## src/rtl/fpu_result_collector.sv

```systemverilog
// Result collector behind FPU_Control: acknowledges each DOV/DOA handshake once,
// queues {EXC, DOUT} in a show-ahead FIFO, and keeps sticky exception/stuck flags.
module fpu_result_collector #(
    parameter int DEPTH        = 4,
    parameter int AW           = 2,
    parameter int DROP_TIMEOUT = 15
) (
    input  logic          CLK,
    input  logic          RSTn,
    input  logic [31:0]   DOUT_IN,
    input  logic          DOV_IN,
    input  logic [2:0]    EXC_IN,
    output logic          DOA_OUT,
    input  logic          RD_EN,
    output logic [31:0]   RD_DATA,
    output logic [2:0]    RD_EXC,
    output logic          EMPTY,
    output logic          FULL,
    output logic [AW:0]   COUNT,
    output logic [2:0]    EXC_ACC,
    output logic          STUCK_ERR,
    input  logic          CLR_ERR,
    output logic [1:0]    state_dbg
);

    typedef enum logic [1:0] {
        IDLE      = 2'd0,
        ACK       = 2'd1,
        WAIT_DROP = 2'd2
    } state_t;

    localparam logic [7:0]  TIMEOUT_LIM = 8'(DROP_TIMEOUT);
    localparam logic [AW:0] DEPTH_CNT   = (AW+1)'(DEPTH);

    state_t         state_q, state_d;
    logic           doa_q, doa_d;
    logic [7:0]     tcnt_q, tcnt_d;
    logic           stuck_q, stuck_d;
    logic [2:0]     exc_acc_q, exc_acc_d;
    logic [AW-1:0]  wr_ptr_q, wr_ptr_d;
    logic [AW-1:0]  rd_ptr_q, rd_ptr_d;
    logic [AW:0]    count_q, count_d;
    logic [34:0]    mem_q [DEPTH];
    logic [34:0]    mem_d [DEPTH];

    logic           full;
    logic           empty;
    logic           capture;
    logic           pop;
    logic [7:0]     tcnt_inc;

    assign full    = (count_q == DEPTH_CNT);
    assign empty   = (count_q == '0);
    // Write decision uses this cycle's FULL, so a coincident pop never frees a slot early.
    assign capture = (state_q == IDLE) && DOV_IN && !full;
    assign pop     = RD_EN && !empty;
    assign tcnt_inc = (tcnt_q == 8'hFF) ? tcnt_q : tcnt_q + 8'd1;

    always_comb begin
        state_d   = state_q;
        doa_d     = 1'b0;
        tcnt_d    = tcnt_q;
        stuck_d   = CLR_ERR ? 1'b0 : stuck_q;
        exc_acc_d = CLR_ERR ? 3'b000 : exc_acc_q;

        case (state_q)
            IDLE: begin
                if (capture) begin
                    state_d   = ACK;
                    doa_d     = 1'b1;
                    exc_acc_d = exc_acc_d | EXC_IN;
                end
            end
            ACK: begin
                state_d = WAIT_DROP;
                tcnt_d  = 8'd0;
            end
            WAIT_DROP: begin
                if (!DOV_IN) begin
                    state_d = IDLE;
                end else begin
                    tcnt_d = tcnt_inc;
                    // Setting wins over a same-cycle CLR_ERR.
                    if (tcnt_inc >= TIMEOUT_LIM) begin
                        stuck_d = 1'b1;
                    end
                end
            end
            default: begin
                state_d = IDLE;
            end
        endcase
    end

    always_comb begin
        wr_ptr_d = wr_ptr_q;
        rd_ptr_d = rd_ptr_q;
        count_d  = count_q;
        for (int i = 0; i < DEPTH; i++) begin
            mem_d[i] = mem_q[i];
        end

        if (capture) begin
            mem_d[wr_ptr_q] = {EXC_IN, DOUT_IN};
            wr_ptr_d        = wr_ptr_q + 1'b1;
        end
        if (pop) begin
            rd_ptr_d = rd_ptr_q + 1'b1;
        end
        if (capture && !pop) begin
            count_d = count_q + 1'b1;
        end else if (pop && !capture) begin
            count_d = count_q - 1'b1;
        end
    end

    always_ff @(posedge CLK) begin
        if (!RSTn) begin
            state_q   <= IDLE;
            doa_q     <= 1'b0;
            tcnt_q    <= 8'd0;
            stuck_q   <= 1'b0;
            exc_acc_q <= 3'b000;
            wr_ptr_q  <= '0;
            rd_ptr_q  <= '0;
            count_q   <= '0;
        end else begin
            state_q   <= state_d;
            doa_q     <= doa_d;
            tcnt_q    <= tcnt_d;
            stuck_q   <= stuck_d;
            exc_acc_q <= exc_acc_d;
            wr_ptr_q  <= wr_ptr_d;
            rd_ptr_q  <= rd_ptr_d;
            count_q   <= count_d;
        end
    end

    // Storage needs no reset: the head is masked to zero whenever the FIFO is empty.
    always_ff @(posedge CLK) begin
        for (int i = 0; i < DEPTH; i++) begin
            mem_q[i] <= mem_d[i];
        end
    end

    assign DOA_OUT   = doa_q;
    assign RD_DATA   = empty ? 32'd0 : mem_q[rd_ptr_q][31:0];
    assign RD_EXC    = empty ? 3'd0  : mem_q[rd_ptr_q][34:32];
    assign EMPTY     = empty;
    assign FULL      = full;
    assign COUNT     = count_q;
    assign EXC_ACC   = exc_acc_q;
    assign STUCK_ERR = stuck_q;
    assign state_dbg = state_q;

endmodule

```

## config.mk

```make
export PLATFORM = sky130hd
export DESIGN_NAME = fpu_result_collector
export DESIGN_NICKNAME = d
export VERILOG_FILES = /design/src/rtl/fpu_result_collector.sv
export SDC_FILE = /design/constraint.sdc
export NUM_CORES = 1
export LEC_CHECK = 0
export BUFFER_PORTS_ARGS = -buffer_cell sky130_fd_sc_hd__buf_2
export CORE_UTILIZATION = 51
export CTS_CLUSTER_SIZE = 14
export DETAILED_ROUTE_END_ITERATION = 10
export PLACE_DENSITY = 0.84
export SYNTH_ARGS = -nofsm -noshare
export SYNTH_HDL_FRONTEND = slang
export SYNTH_SLANG_ARGS = --single-unit
```

## constraint.sdc

```tcl
create_clock -name CLK -period 2.4 [get_ports CLK]
set_input_delay 0.48 -clock CLK [delete_from_list [all_inputs] [get_ports CLK]]
set_output_delay 0.48 -clock CLK [all_outputs]
set_load 0.02 [all_outputs]
```

==> results of run 1 <==
## cell usage in the layout, fill, tap and decap left out, types with 4 or more instances in the layout
cell       count
a21oi_1       12
and2_2         4
buf_2         86
buf_4         12
clkbuf_16     19
dfxtp_1       20
edfxtp_1     140
ha_1           6
inv_1          5
inv_6          4
mux2i_1        4
mux4_2        35
nand2_1        4
nand3_1        5
nor2_1        21
nor2b_1       38
o21ai_0        5
xor2_1         4
## final timing paths
| kind | start | endpoint | slack (ps) |
|---|---|---|---|
| setup / recovery | flip-flop | RD_DATA[11] | 60 |
| hold / removal | DOUT_IN[4] | mem_q[3][4] | 270 |
| setup reg to reg | COUNT[2] | COUNT[2] | 230 |
| hold reg to reg | rd_ptr_q[1] | flip-flop | 530 |
## per-stage QoR
step	setup WS, ps	cells	total power, uW	cell area, um^2
final	62.8	645	8720	7820
after global routing	-6.55	644	9130	7810
after CTS	-0.430	642	8720	7750
after detailed placement	250	610	6100	7170
after global placement	300	610	6030	7170
after floorplan	16.0	358	5310	6480
## critical path, delay by kind of cell (launching register included)
family | cells | cell delay (ps)
mux | 1 | 510
buf+inv | 2 | 380
simple gates | 1 | 150
flops | 1 | 400
## area by class of cell
| cell class | instances | area (um^2) |
|---|---|---|
| inverter | 6 | 22.5 |
| clock buffer | 17 | 425 |
| tap | 168 | 210 |
| sequential | 164 | 4690 |
| fill | 860 | 4350 |
| antenna | 1 | 2.50 |
| clock inverter | 15 | 154 |
| multi-input combinational | 172 | 1700 |
| timing repair buffer | 102 | 606 |
## metal layers
metal	share of wire [%]	routed length (um)	vias to the layer above
li1	-	-	1614
met1	42	4950	1742
met2	51	5980	123
met3	6.1	714	10
met4	0.87	102	0
met5	0	0	-
## power groups by stage
stage | Combinational (uW) | Sequential [uW] | Clock (uW)
after floorplan | 1720 | 3600 | 0
final | 2540 | 3560 | 2620
after global placement | 2460 | 3580 | 0
after CTS | 2510 | 3540 | 2670
after detailed placement | 2500 | 3600 | 0
after global routing | 2750 | 3590 | 2800
## flip-flops by register name (all words and copies together) (netlist names), named ones only
name,flops
mem_q,140
DOA_OUT,1
STUCK_ERR,1
tcnt_q,8
wr_ptr_q,2
rd_ptr_q,2
state_dbg,2
COUNT,3
EXC_ACC,3
## Yosys cell counts, types with 2 or more instances
| cell | count | area [um^2] |
|---|---|---|
| nand2b_1 | 2 | 12.5 |
| xor2_1 | 4 | 35.0 |
| nor2_1 | 21 | 78.8 |
| nor3_1 | 4 | 20.0 |
| a21oi_1 | 12 | 60.1 |
| a31oi_1 | 2 | 12.5 |
| ha_1 | 6 | 75.1 |
| o21ai_0 | 5 | 25.0 |
| dfxtp_1 | 24 | 480 |
| xnor2_1 | 3 | 26.3 |
| nand2_1 | 4 | 15.0 |
| nand3_1 | 5 | 25.0 |
| and2_1 | 6 | 37.5 |
| nand3b_1 | 2 | 15.0 |
| clkbuf_1 | 9 | 33.8 |
| nor2b_1 | 38 | 238 |
| edfxtp_1 | 140 | 4200 |
| inv_1 | 5 | 18.8 |
| and3_1 | 2 | 12.5 |
| buf_2 | 4 | 20.0 |
| or3_1 | 2 | 12.5 |
| mux4_2 | 35 | 788 |
| buf_4 | 3 | 22.5 |
| mux2i_1 | 4 | 40.0 |
## repair_timing
action / CTS / global route
resized for setup: 0 / 3
cloned: 0 / 2
endpoints found under the setup margin: 1 / 31
hold endpoints to repair: 0 / 0
## cell families after synthesis
logic type / Yosys count
XOR/XNOR: 7
adder cells (fa/ha/maj): 7
buffers and inverters: 22
AO/OA/AOI/OAI: 27
AND/OR/NAND/NOR: 92
flip-flops: 164
multiplexers: 39
==> run metrics, run 1 <==
Nets=between 500 and 600; I/O pins=87; Seq pwr share=between 40% and 50%; Final Hold Vio Count=0; CP max-delay cell=mux4_2; Primary FF master, synth=edfxtp_1; worst hold path cell count=1; Synth Register Bits=between 150 and 200; gr busiest metal=met2; fin crit period=2340 ps; drt first pass iters=5; DR vias=~3500; CTS tree=done; final WL=approximately 12 mm; via density per instance=about 5.4; met2 Usage GRT=~32%; Final HPWL DP=7.33 mm; area growth from synthesis to layout=21.0%; GRT met1 Usage=between 20% and 30%; total congestion overflow=0; clk_skew=slightly below 7 ps; Clock Latency Late Sink=slightly above 400 ps; combinational family with the most area after synthesis=multiplexers; number of flops mapped to enable cells by yosys=140; met3 Use GR=5.82%; status=finished clean; H-tree level count=4; internal power=between 6000 and 7000 uW; DRC viols=0; Seq/Total Area, Yosys=72.5%; total clock sinks=between 150 and 200; Reg2Reg Depth=8; WP data arrival=between 1500 and 2000 ps; antenna viol nets, final=0; Syn Inst Count=between 300 and 400; critical path fanouts, max=12; peak supply drop=approximately 0.00090 V; Max Freq=around 430 MHz; crit-path cells=clkbuf_16 -> mux4_2 -> nor2b_1 -> buf_2; mux cell area share after synthesis=between 10% and 20%; worst setup path class=reg2out; vias in the first global route=roughly 3600; first-pass GRT wire length=about 18 mm; hold-fix buffers at CTS=0; Post-CTS Repair Setup Buffers=0; Fin Setup TNS=0 ps; syn_nets=405; maximum clock insertion buffer count=2; Global Route Usage Sum=approximately 19%; number of CTS-inserted buffers=17; Compound-Gate Fraction of Synth Area=2.58%; P_sw=around 2600 uW; period utilisation layout=between 90 and 100%; Rel. slew slack=approximately 60%; Worst Max-Slew Pin Slew=between 500 and 600 ps; Syn. warnings=0; count of final setup violators=0; initial antenna violation count=0; Die Y=around 110 um; Clock Power Share=a little under a third; fin util=64.3%; global placement routability congestion=0.802; routed len/inst=between 15 and 20 um; Slew Viols, Final=0; Starting Density=between 50% and 60%; Synth Area in XOR/XNOR=less than 1%; largest net degree at the start of global routing=38; Die Wd=~110 um; site row count=40; die footprint=roughly 0.013 mm^2; Avg Cell Area, Syn=about 18 um^2; combinational share of power=about 29%; P per Cell Area=roughly 1100 mW/mm^2; Clock transition at path regs=approximately 60 ps; Worst path max stage delay=510 ps; simple-gate share of the synthesized area=under 10%; Worst Hold Slack=roughly 270 ps; CP startpoint kind=flip-flop; layout cells sized above 1=roughly two fifths; Mapped Area=around 0.0065 mm^2; maxcap violations=0; ys async rst share=0%; RSZ-0062 raised after global routing=yes; Lkg Pwr=between 0.002 and 0.003 uW; worst min path class=in2reg; Post-Synth Adder-Cell Area=under 10%; Synth cell types=40; port buffer count=86; CTS root buf=clkbuf_16; Sw Share=between 30% and 40%; Core ar.=approximately 0.012 mm^2; DRT iter0 DRCs=230; critical path data required time=1920 ps; CP Capture Type=output port
Power figures use the tool's default switching activity.
==> run 2: changes to the inputs <==
Settings changed: CORE_UTILIZATION 51 to 54, CTS_BUF_LIST set to sky130_fd_sc_hd__clkbuf_4, PLACE_DENSITY 0.84 to 0.87.
==> run 2 against run 1 <==
Effect of this change:
- the flow now finishes with violations (DRC, setup timing)
- wire length fell by 0.15%
- design area fell by 3.7%
- clock power fell by 43%
- sequential power about the same
- setup slack worse by 160 ps
==> run metrics, run 2 (synthesis gave the netlist of run 1 again) <==
status=finished with violations (was finished clean); failing checks=DRC, setup timing; maximum clock insertion buffer count=2 (unchanged); Non-Filler Instances=618 (was 645); Rel. slew slack=62.4% (was 60.3%); P per Cell Area=1030 mW/mm^2 (was 1120 mW/mm^2); most used cell, CP=buf_6; initial antenna violation count=0 (unchanged); vias in the first global route=3677 (was 3579); Core ar.=0.0115 mm^2 (was 0.0122 mm^2); Overall Power=7720 uW (was 8720 uW); Worst Max-Slew Pin Slew=560 ps (was 589 ps); via density per instance=5.64 (was 5.41); layout cells sized above 1=38.1% (was 38.0%); Final Hold Vio Count=0 (unchanged); CP max-delay cell=mux4_2 (unchanged); hold-fix buffers at CTS=0 (unchanged); total congestion overflow=0 (unchanged); Lkg Pwr=0.00263 uW (was 0.00276 uW); site row count=39 (was 40); routed len/inst=19.0 um (was 18.2 um); DRC viols=12 (was 0); global placement routability congestion=0.760 (was 0.802); Nets=510 (unchanged); die footprint=0.0124 mm^2 (was 0.0131 mm^2); port buffer count=86 (unchanged); delay-heaviest family, CP=multiplexers (unchanged); Worst path max stage delay=500 ps (was 510 ps); antenna viol nets, final=0 (unchanged); worst setup path class=reg2out (unchanged); period utilisation layout=104% (was 97.4%); RSZ-0062 raised after global routing=yes (unchanged); crit-path cells=buf_6 -> buf_16 -> mux4_2 -> nor2b_2 -> buf_6 (was clkbuf_16 -> mux4_2 -> nor2b_1 -> buf_2); top flop regs=mem_q x140, tcnt_q x8 (unchanged); largest net degree at the start of global routing=38 (unchanged); diode count=0 (was 1); WP buf/inv=3 (was 2); maxcap violations=0 (unchanged); peak supply drop=0.000617 V (was 0.000905 V); most common cell after layout, fill and taps aside=edfxtp_1 (unchanged); WP data arrival=2020 ps (was 1860 ps); Starting Density=56.1% (was 53.1%); area growth from synthesis to layout=16.6% (was 21.0%); count of final setup violators=35 (was 0); Final HPWL DP=7.26 mm (was 7.33 mm); DR vias=3487 (was 3489); CTS root buf=clkbuf_4 (was clkbuf_16); CP Capture Type=output port (unchanged); I/O pins=87 (unchanged); Die Wd=111 um (was 115 um); Global Route Usage Sum=20.6% (was 19.4%); critical path fanouts, max=4 (was 12); Clock Latency Late Sink=520 ps (was 410 ps); number of CTS-inserted buffers=17 (unchanged); Die Y=111 um (was 115 um); CP startpoint kind=flip-flop (unchanged); H-tree level count=4 (unchanged); drt first pass iters=8 (was 5); total clock sinks=164 (unchanged); Slew Viols, Final=0 (unchanged); first-pass GRT wire length=19.1 mm (was 18.2 mm); # placed instances=583 (was 610); post-route setup slack=-98.9 ps (was 62.8 ps); worst min path class=in2reg (unchanged); CTS tree=done (unchanged); final WL=11.7 mm (was 11.8 mm); Clock transition at path regs=130 ps (was 60 ps); largest register by flop count=mem_q (unchanged); DRT iter0 DRCs=241 (was 230); commonest cells after routing, fill and taps aside=edfxtp_1, buf_2, mux4_2, nor2b_1, nor2_1 (was edfxtp_1, buf_2, nor2b_1); clk_skew=18.2 ps (was 6.81 ps); max FFs per register=140 (unchanged); fin crit period=2500 ps (was 2340 ps); Max Freq=400 MHz (was 428 MHz); critical path data required time=1920 ps (about the same)
## run 2: cell types whose count changed in the layout (fill, tap and decap cells not counted), sizes merged
cell,previous run,this run
clkinv,7,6
diode,1,0
clkinvlp,3,5
buf,100,102
clkbuf,19,17
inv,9,7
## run 2: final timing paths
check,from,to,slack [ps],cells after the start
max,flip-flop,RD_DATA[5],-100,5
min,DOUT_IN[1],mem_q[1][1],170,1
max reg2reg,COUNT[2],COUNT[2],160,8
min reg2reg,rd_ptr_q[1],flip-flop,540,2
## run 2: where the power goes
group,switching (uW),internal [uW],total [uW]
combinational,1440,1230,2670
sequential,130,3420,3550
clock,898,603,1500
total,2470,5260,7720
## run 2: layout make-up
type / count / area [um^2]
clock buffer: 17 / 128
clock inverter: 14 / 136
fill: 766 / 3990
inverter: 6 / 22.5
multi-input combinational: 172 / 1720
sequential: 164 / 4690
tap: 143 / 179
timing repair buffer: 102 / 654
## run 2: layer usage
metal  up-vias  GRT usage [%]  part of all wire [%]
met3        10           4.84                   5.2
met2       119           35.3                    52
met1      1751           26.3                    41
met5         -              0                     0
li1       1607              -                     -
met4         0           6.49                   1.0
## run 2: timing repair
action,4_1_cts,5_1_grt
cloned,3,0
gates resized for setup,7,14
endpoints found under the hold margin,0,0
pin swaps,0,0
buffers inserted,2,0
endpoints found under the setup margin,35,35
## run 2: per-stage QoR
stage               instance area (um^2)  setup TNS [ps]  utilization (%)  setup WS (ps)  hold WS (ps)
floorplan                           6480               0                -           16.0           485
global placement                    7140               0             62.0            299           502
detailed placement                  7140               0             62.0            171           510
CTS                                 7510           -4130             65.2           -139           115
global route                        7530           -5780             65.4           -188           108
finish                              7530           -1650             65.4          -98.9           166
==> run 3: changes to the inputs <==
Settings changed: CORE_UTILIZATION 54 to 33, PLACE_DENSITY 0.87 to 0.61.
==> run 3 against run 2 <==
Effect of this change:
- the run ends with setup timing left
- non-clock buffer count increased by 6
- cell count increased by 20%
- setup slack improved by 20 ps
- design area increased by 3.9%
- combinational power increased by 12%
- first-iteration DRC count decreased by 19%
- flip-flop and latch count unchanged
- sequential share of layout area decreased by 2.3 points
- critical endpoint is now RD_DATA[1]
==> run metrics, run 3 (synthesis gave the netlist of run 1 again) <==
CTS root buf=clkbuf_4 (unchanged); delay-heaviest family, CP=multiplexers (unchanged); most common cell after layout, fill and taps aside=edfxtp_1 (unchanged); initial antenna violation count=0 (unchanged); CTS tree=done (unchanged); fin crit period=2480 ps (was 2500 ps); Lkg Pwr=0.00269 uW (was 0.00263 uW); layout cells sized above 1=39.6% (was 38.1%); die footprint=0.0201 mm^2 (was 0.0124 mm^2); H-tree level count=4 (unchanged); Clock Power Share=17.7% (was 19.4%); top flop regs=mem_q x140, tcnt_q x8 (unchanged); first-pass GRT wire length=20.4 mm (was 19.1 mm); post-route setup slack=-79.1 ps (was -98.9 ps); reg-to-reg setup timing slack=140 ps (was 160 ps); via density per instance=4.77 (was 5.64); Global Route Usage Sum=14.0% (was 20.6%); Core ar.=0.0190 mm^2 (was 0.0115 mm^2); largest register by flop count=mem_q (unchanged); Die Wd=142 um (was 111 um); maxcap violations=0 (unchanged); Filler cells=1757 (was 766); critical path fanouts, max=7 (was 4); worst min path class=in2reg (unchanged); area growth from synthesis to layout=21.1% (was 16.6%); diode count=0 (unchanged); Clock Latency Late Sink=540 ps (was 520 ps); DR vias=3542 (was 3487); max FFs per register=140 (unchanged); Seq pwr share=44.6% (was 46.0%); DRC viols=0 (was 12); Reg2Reg Depth=8 (unchanged); Worst Max-Slew Pin Slew=566 ps (was 560 ps); worst setup path class=reg2out (unchanged); Final Hold Vio Count=0 (unchanged); count of final setup violators=35 (unchanged); hold path endpoint=mem_q[0][19] (was mem_q[1][1]); drt first pass iters=4 (was 8); Clock transition at path regs=150 ps (was 130 ps); clk_skew=30.1 ps (was 18.2 ps); total congestion overflow=0 (unchanged); P_sw=2630 uW (was 2470 uW); I/O pins=87 (unchanged); port buffer count=86 (unchanged); Overall Power=7930 uW (was 7720 uW); global placement routability congestion=0.773 (was 0.760); maximum clock insertion buffer count=2 (unchanged); pre-CTS WS=146 ps (was 171 ps); Nets=516 (was 510); DRT iter0 DRCs=195 (was 241); P per Cell Area=1010 mW/mm^2 (was 1030 mW/mm^2); critical path data required time=1920 ps (about the same); CP max-delay cell=mux4_2 (unchanged); total clock sinks=164 (unchanged); routed len/inst=17.9 um (was 19.0 um); internal power=5300 uW (was 5260 uW); RSZ-0062 raised after global routing=yes (unchanged); site row count=50 (was 39); status=finished with violations (unchanged); vias in the first global route=3673 (was 3677); Worst Hold Launch=DOUT_IN[19] (was DOUT_IN[1]); failing checks=setup timing (was DRC, setup timing); period utilisation layout=103% (was 104%); antenna viol nets, final=0 (unchanged); largest net degree at the start of global routing=38 (unchanged); number of CTS-inserted buffers=17 (unchanged); r2r startpoint=COUNT[2] (unchanged); Worst path max stage delay=510 ps (was 500 ps); Die Y=142 um (was 111 um); crit-path cells=buf_8 -> buf_12 -> mux4_2 -> nor2b_1 -> buf_4 (was buf_6 -> buf_16 -> mux4_2 -> nor2b_2 -> buf_6); Sw Share=33.2% (was 31.9%); Max Freq=403 MHz (was 400 MHz); reg2reg end=COUNT[2] (unchanged); Rel. slew slack=61.9% (was 62.4%); CP startpoint kind=flip-flop (unchanged); Starting Density=34.1% (was 56.1%); CP Capture Type=output port (unchanged); final WL=13.3 mm (was 11.7 mm); WP data arrival=2000 ps (was 2020 ps); peak supply drop=0.000659 V (was 0.000617 V); WP buf/inv=3 (unchanged); worst hold path cell count=1 (unchanged); Slew Viols, Final=0 (unchanged); commonest cells after routing, fill and taps aside=edfxtp_1, buf_2, mux4_2 (was edfxtp_1, buf_2, mux4_2, nor2b_1, nor2_1); hold-fix buffers at CTS=0 (unchanged); combinational share of power=37.7% (was 34.6%); Final HPWL DP=8.05 mm (was 7.26 mm)
run 3: changes by cell type in the layout (fill, tap and decap cells not counted), moves of 2 or more:
cell,previous run,this run
buf_2,78,67
bufinv_16,2,0
inv_6,2,6
clkinvlp_4,5,2
buf_12,2,7
buf_4,15,24
run 3: how the worst max path moves through the flow:
stage                          from         end  slack, ps  depth (start not counted)
after global placement       DOV_IN    COUNT[2]        290                          8
after global routing      flip-flop  RD_DATA[1]       -220                          5
final                     flip-flop  RD_DATA[1]        -80                          5
after floorplan            COUNT[2]    COUNT[2]         20                          9
after detailed placement   COUNT[2]    COUNT[2]        150                          8
after CTS                 flip-flop  RD_DATA[1]       -170                          5
run 3: per-stage QoR:
stage               utilization [%]  instances  hold slack, ps  TNS, ps  area, um^2
floorplan                         -        358             485        0        6480
global placement               38.8        703             504        0        7350
detailed placement             38.8        703             517        0        7350
CTS                            41.1        742            86.9    -4630        7790
global route                   41.2        742            75.1    -6330        7820
finish                         41.2        742             150    -1680        7820
run 3: timing repair:
action                     in CTS  in global routing
setup endpoints to repair      36                 36
pin swaps                       0                  1
gates resized for setup        27                 18
buffers inserted                5                  1
cloned                          4                  0
run 3: metal layers:
metal | track usage, % | wire (um) | share of wire [%] | vias up
met5 | 0 | 0 | 0 | -
met4 | 3.57 | 110 | 0.83 | 0
met3 | 4.35 | 685 | 5.2 | 9
met2 | 23.1 | 6580 | 50 | 103
met1 | 17.8 | 5880 | 44 | 1813
li1 | - | - | - | 1617
run 3: final cells by class:
type                            instances  area [um^2]  share of cell area (%)
Multi-Input combinational cell        172         1720                    22.0
Tap cell                              260          325                    4.16
Sequential cell                       164         4690                    60.0
Clock buffer                           18          135                    1.73
Inverter                                6         22.5                   0.288
Timing Repair Buffer                  108          821                    10.5
Clock inverter                         14          100                    1.28
run 3: power by group through the flow:
stage / combinational (uW) / clock [uW] / sequential, uW
3_5_place_dp: 2580 / 0 / 3600
5_1_grt: 3220 / 1580 / 3570
2_1_floorplan: 1720 / 0 / 3600
6_report: 2990 / 1410 / 3540
3_3_place_gp: 2550 / 0 / 3580
4_1_cts: 3000 / 1470 / 3540
